===== src/rtl/layer_sequencer.sv =====
// Sequences one shared layer engine across up to MAX_LAYERS layers with ping-pong activation banks.
// Optional watchdog on the RUN wait: define LAYER_SEQ_WATCHDOG_EN.
module layer_sequencer #(
  parameter int MAX_LAYERS = 4,
  parameter int LW         = 2,
  parameter int TIMEOUT    = 1023,
  parameter int TW         = 10
) (
  input  logic          clk,
  input  logic          reset,
  input  logic          start,
  input  logic [LW:0]   num_layers,
  input  logic          eng_done,
  output logic          eng_reset,
  output logic [LW-1:0] layer_idx,
  output logic          in_sel,
  output logic          buf_rd,
  output logic          act_we,
  output logic          busy,
  output logic          done,
  output logic          error
);

  typedef enum logic [2:0] {S_IDLE, S_LOAD, S_RUN, S_CAPTURE, S_FINISH} state_t;

  localparam logic [LW:0] MAX_N = (LW+1)'(MAX_LAYERS);

  state_t        state, state_nxt;
  logic [LW:0]   n_q, n_nxt, n_clip;
  logic [LW-1:0] layer_nxt;
  logic          in_sel_nxt, buf_nxt;
  logic          last, wd_trip;

  assign n_clip = (num_layers > MAX_N) ? MAX_N : num_layers;
  assign last   = ({1'b0, layer_idx} == (n_q - (LW+1)'(1)));

  // Strobes and engine reset decode from state only, so nothing here is combinational from inputs.
  assign eng_reset = !((state == S_RUN) || (state == S_CAPTURE));
  assign act_we    = (state == S_CAPTURE);
  assign done      = (state == S_FINISH);
  assign busy      = (state != S_IDLE);

`ifdef LAYER_SEQ_WATCHDOG_EN
  logic [TW-1:0] wd_cnt;
  logic          err_q;

  assign wd_trip = (state == S_RUN) && !eng_done && (wd_cnt == TW'(TIMEOUT - 1));
  assign error   = err_q;

  // Held at zero outside RUN, so it restarts on every entry to RUN.
  always_ff @(posedge clk) begin
    if (reset) begin
      wd_cnt <= '0;
      err_q  <= 1'b0;
    end else begin
      wd_cnt <= (state == S_RUN) ? wd_cnt + TW'(1) : '0;
      if (state == S_IDLE && start) err_q <= 1'b0;
      else if (wd_trip)             err_q <= 1'b1;
    end
  end
`else
  assign wd_trip = 1'b0;
  assign error   = 1'b0;
`endif

  always_ff @(posedge clk) begin
    if (reset) begin
      state     <= S_IDLE;
      n_q       <= '0;
      layer_idx <= '0;
      in_sel    <= 1'b0;
      buf_rd    <= 1'b0;
    end else begin
      state     <= state_nxt;
      n_q       <= n_nxt;
      layer_idx <= layer_nxt;
      in_sel    <= in_sel_nxt;
      buf_rd    <= buf_nxt;
    end
  end

  always_comb begin
    state_nxt  = state;
    n_nxt      = n_q;
    layer_nxt  = layer_idx;
    in_sel_nxt = in_sel;
    buf_nxt    = buf_rd;
    case (state)
      S_IDLE: begin
        if (start) begin
          n_nxt      = n_clip;
          layer_nxt  = '0;
          in_sel_nxt = 1'b0;
          buf_nxt    = 1'b0;
          state_nxt  = (n_clip == '0) ? S_FINISH : S_LOAD;
        end
      end
      S_LOAD: state_nxt = S_RUN;
      S_RUN: begin
        if (eng_done)     state_nxt = S_CAPTURE;
        else if (wd_trip) state_nxt = S_IDLE;
      end
      S_CAPTURE: begin
        if (last) begin
          state_nxt = S_FINISH;
        end else begin
          // The bank just written becomes the next layer's input.
          layer_nxt  = layer_idx + LW'(1);
          buf_nxt    = !buf_rd;
          in_sel_nxt = 1'b1;
          state_nxt  = S_LOAD;
        end
      end
      S_FINISH: state_nxt = S_IDLE;
      default:  state_nxt = S_IDLE;
    endcase
  end

endmodule


===== config.mk =====
export PLATFORM = sky130hd
export DESIGN_NAME = layer_sequencer
export DESIGN_NICKNAME = d
export VERILOG_FILES = /design/src/rtl/layer_sequencer.sv
export SDC_FILE = /design/constraint.sdc
export NUM_CORES = 1
export LEC_CHECK = 0
export BUFFER_PORTS_ARGS = -buffer_cell sky130_fd_sc_hd__buf_2
export CAP_MARGIN = 5
export CELL_PAD_IN_SITES_DETAIL_PLACEMENT = 1
export CELL_PAD_IN_SITES_GLOBAL_PLACEMENT = 2
export CORE_MARGIN = 2
export CORE_UTILIZATION = 32
export CTS_BUF_LIST = sky130_fd_sc_hd__clkbuf_4 sky130_fd_sc_hd__clkbuf_8
export DETAILED_ROUTE_END_ITERATION = 12
export PLACE_DENSITY = 0.89
export SLEW_MARGIN = 10
export SYNTH_ARGS = -nofsm -noshare
export SYNTH_HDL_FRONTEND = slang
export SYNTH_SLANG_ARGS = --single-unit

===== constraint.sdc =====
create_clock -name clk -period 3.3 [get_ports clk]
set_clock_uncertainty 0.05 [all_clocks]
set_input_delay 0.66 -clock clk [delete_from_list [all_inputs] [get_ports clk]]
set_output_delay 0.66 -clock clk [all_outputs]
set_load 0.02 [all_outputs]

## After elaboration in Yosys (flattened, before gate mapping)

Cells that the tools add are included.

- Register bits after elaboration: 10
- Output and inout bits: 9
- Word-level logic and storage cells: 40
- Input port bits: 7

- $lt $le $gt $ge: 1
- Equal/unequal tests: 8
- Add/sub/neg operators: 2
- Reductions and logical operators: 10
- Mux-type cells: 14

Operators with widths:

| operator | number |
|---|---|
| 3-bit 2-to-1 mux | 5 |
| 3-bit case mux with 4 select lines | 1 |
| 3-bit by 2-bit equality test with 1-bit output (second input constant) | 2 |
| 3-bit zero test | 2 |
| 2-bit inequality test (second input constant) | 3 |
| 2-bit 2-to-1 mux | 2 |
| 1-bit case mux with 2 select lines | 2 |
| 2-bit case mux with 2 select lines | 1 |
| 2-bit AND reduction | 2 |
| 2-bit by 3-bit equality test with 1-bit output | 1 |
| 3-bit by 1-bit equality test with 1-bit output (second input constant) | 1 |
| 3-bit equality test (second input constant) | 1 |
| 3-bit > comparator (second input constant) | 1 |
| 1-bit 2-to-1 mux | 3 |
| 3-bit AND reduction | 1 |
| 3-bit nonzero test | 1 |
| 3-bit by 1-bit subtractor with 3-bit output (second input constant) | 1 |
| 2-bit by 1-bit adder with 2-bit output (second input constant) | 1 |
| 1-bit zero test | 2 |
| 2-bit nonzero test | 1 |
| 1-bit logical OR | 1 |

## Longest topological paths before layout

- Depth after elaboration: 6
- Mapped depth: 5
- Gate-level depth less buffers: 5

## Worst setup path before layout

Ideal clock, no wire load.

- Path kind: input to register
- Start point: input port start
- End point: register buf_rd
- Setup slack: 1509 ps
- Path buffers: 1
- Stages: 4
- Required time: 3129 ps
- Arrival time: 1620 ps
- Library setup time: 121 ps
- Cells stage by stage: or4b_1 -> buf_2 -> and3_4 -> mux2_2

- Longest elaborated chain between the ends: 2

Ends and longest elaborated chain:

| what | RTL line | text |
|---|---|---|
| start: declaration | 11 | `input logic start,` |
| 2-bit inequality test (no line) | - |  |
| 3-bit AND reduction (no line) | - |  |
| end signal: assignment | 78 | `buf_rd <= buf_nxt;` |
| end: declaration | 17 | `output logic buf_rd,` |

Every way passes these cells.
A chain may end at the register's enable or synchronous reset.

## Worst setup path after layout

- Start point: register state[0]
- End point: output port busy

- Longest elaborated chain between the ends: 1

Ends and longest elaborated chain:

| what | RTL line | text |
|---|---|---|
| start: declaration | 28 | `state_t state, state_nxt;` |
| start signal: assignment | 74 | `state <= state_nxt;` |
| 3-bit nonzero test | 41 | `assign busy = (state != S_IDLE);` |
| end: declaration | 19 | `output logic busy,` |

Every way passes these cells.

==> impl_metrics.json <==
{
  "run_status": "complete, no violations",
  "synth_area_sq_um": 558,
  "critPathMaxFanout": 9,
  "syn_inst": 65,
  "wl_per_cell_microns": 13.5,
  "syn-num-nets": 73,
  "grt_overflow_total": 0,
  "cts_buffers": 3,
  "yosysTopAreaCellShare_pct": 35.9,
  "root_buffer": "clkbuf_4",
  "syn_to_final_growth_pct": 16.1,
  "drc_errors": 0,
  "drt_iter0_markers": 4,
  "clk_pin_slew_ns": 0.07,
  "cts_resized": 0,
  "firstDrtPassIters": 2,
  "maxSlewHeadroom_pct": 46.0,
  "multi_input_area_sq_um": 302,
  "die_w_microns": 45.8,
  "p_total_mw": 0.330,
  "critPathLaunchType": "register",
  "cts.htree.levels": 1,
  "synth_edf_count": 0,
  "nets": 86,
  "arrival_ns": 1.31,
  "synth-main-ff-cell": "dfxtp_1",
  "final.period_utilization_pct": 61.2,
  "crit_path_end_kind": "output pin",
  "cp.required_ns": 2.59,
  "num_antenna_cells": 0,
  "hp-class": "register to register",
  "p_switching_mw": 0.102,
  "clock_power_share_pct": 34.6,
  "fillers": 219,
  "viasPerCell": 5.14,
  "yosysSeqAreaShare_pct": 35.9,
  "critical_path_class": "register to output pin",
  "post_cts_buffers": 0,
  "grt_pass1_vias": 444,
  "postCtsHoldBufs": 0,
  "core_area_sq_mm": 0.00169,
  "timing.fmax_mhz": 495,
  "avgSynthCellArea_sq_um": 8.59,
  "worst-slew-pin-transition_ns": 0.799,
  "numPortBuffers": 14,
  "drive_gt1_share_pct": 31.2,
  "cts_buffer_depth": 2,
  "die_area_sq_mm": 0.00209,
  "slew_viol_final": 0,
  "maxCapViolCount": 0,
  "gp_congestion": 0.765,
  "internal_power_mw": 0.228,
  "synth_top_cell_by_area": "dfxtp_1",
  "grt_max_degree": 11,
  "finalHoldViolations": 0,
  "p_leak_nw": 0.299,
  "synth.most_common_cell": "dfxtp_1",
  "grt_setup_unrepaired": "false",
  "seq_power_share_pct": 43.2,
  "pre_cts_ws_ns": 1.34,
  "vdd_drop_max_uv": 193,
  "regArea_sq_um": 200,
  "fp.dieH_microns": 45.8,
  "yosys.cell_types.count": 32,
  "grt_use_total_pct": 14.5,
  "cts_tree": "built",
  "grt_pass1_wl_microns": 2080,
  "setup_violations": 0,
  "switching_share_pct": 31.0,
  "power_frac_comb_pct": 22.2,
  "timing.final.ws_setup_ns": 1.28,
  "cts.sinks": 10,
  "drtAntennaViolNets": 0,
  "p_per_area_mw_per_mm2": 510,
  "synth_area_leaders": "dfxtp_1 (36%), mux2_2 (6.1%), nand3b_1 (4.0%)",
  "setup_tns_ns": 0,
  "yosys_warnings": 0,
  "io_pins": 16,
  "vias": 483,
  "synthTopCellsByCount": "dfxtp_1 (10), inv_1 (5), nand2_1 (5)",
  "period_minus_slack_ns": 2.02,
  "insertion_delay_ns": 0.27,
  "start_util_pct": 33.0,
  "async_flop_share_pct": 0,
  "yosys_register_bits": 10,
  "totalWireLength_microns": 1270,
  "rows": 15,
  "antenna_found_initial": 0,
  "dp_hpwl_microns": 903
}
worst max-delay path, cell delays in order, from the launching register on:
cell	delay, ns
dfxtp_1	0.39
or3_2	0.49
buf_2	0.17
path summary, 6_finish.rpt:
path              cells after the start  slack (ns)            to     start
setup / recovery                      2        1.28          busy  state[0]
hold / removal                        2        0.41        n_q[1]    n_q[1]
setup reg to reg                      5        1.44  layer_idx[0]    n_q[0]
hold reg to reg                       2        0.41        n_q[1]    n_q[1]
stage by stage:
stage	instance area (sq um)	hold slack (ns)	instances	utilization (%)
2_1_floorplan	558	0.382	65	-
3_3_place_gp	612	0.393	90	36.2
3_5_place_dp	612	0.401	90	36.2
4_1_cts	648	0.413	94	38.4
5_1_grt	648	0.452	94	38.4
6_report	648	0.407	94	38.4
final cells by class:
cell class,instances,area share [%]
clock buffer,4,5.60
inverter,5,2.90
multi-input combinational,44,46.5
sequential,10,30.9
tap,17,3.28
timing repair buffer,14,10.8
kinds of logic (layout without fill, tap and decap cells):
kind of cell | count (synthesis) | after routing | synth area share (%)
AOI/OAI and AO/OA | 9 | 9 | 10.8
xor gates and xnor gates | 4 | 4 | 6.28
adders and majority gates | 1 | 1 | 2.24
buffers and inverters | 11 | 23 | 10.1
DFF | 10 | 10 | 35.9
muxes | 4 | 4 | 7.85
other | 1 | 1 | 0.672
and+or+nand+nor | 25 | 25 | 26.2
placed cells by master, fill, tap and decap left out, drive strengths merged, types with 2 or more instances in the layout:
| master | Yosys | final |
|---|---|---|
| nor2 | 4 | 4 |
| a21oi | 4 | 4 |
| or3 | 2 | 2 |
| dfxtp | 10 | 10 |
| mux2 | 3 | 3 |
| xor2 | 2 | 2 |
| clkbuf | 1 | 4 |
| xnor2 | 2 | 2 |
| buf | 5 | 14 |
| nand3b | 3 | 3 |
| nand2 | 5 | 5 |
| nor3 | 3 | 3 |
| inv | 5 | 5 |
metal layers:
layer / global-route usage (%) / up-vias / routed length, microns
met3: 2.38 / 4 / 28
met4: 12.0 / 0 / 45
li1: - / 247 / -
met5: 0 / - / 0
met1: 19.5 / 222 / 627
met2: 20.0 / 10 / 569
sequential cells by signal (all words and copies together) (netlist names):
register   flops
n_q            3
layer_idx      2
buf_rd         1
state          3
in_sel         1
power by group through the flow:
stage                     sequential (mW)  clock [mW]  combinational [mW]
after floorplan                     0.138           0              0.0669
after global placement              0.146           0              0.0717
after detailed placement            0.146           0              0.0726
after CTS                           0.143       0.116              0.0739
after global routing                0.145       0.125              0.0816
final                               0.143       0.114              0.0733
Note: power is estimated with default switching activity, not from simulation.
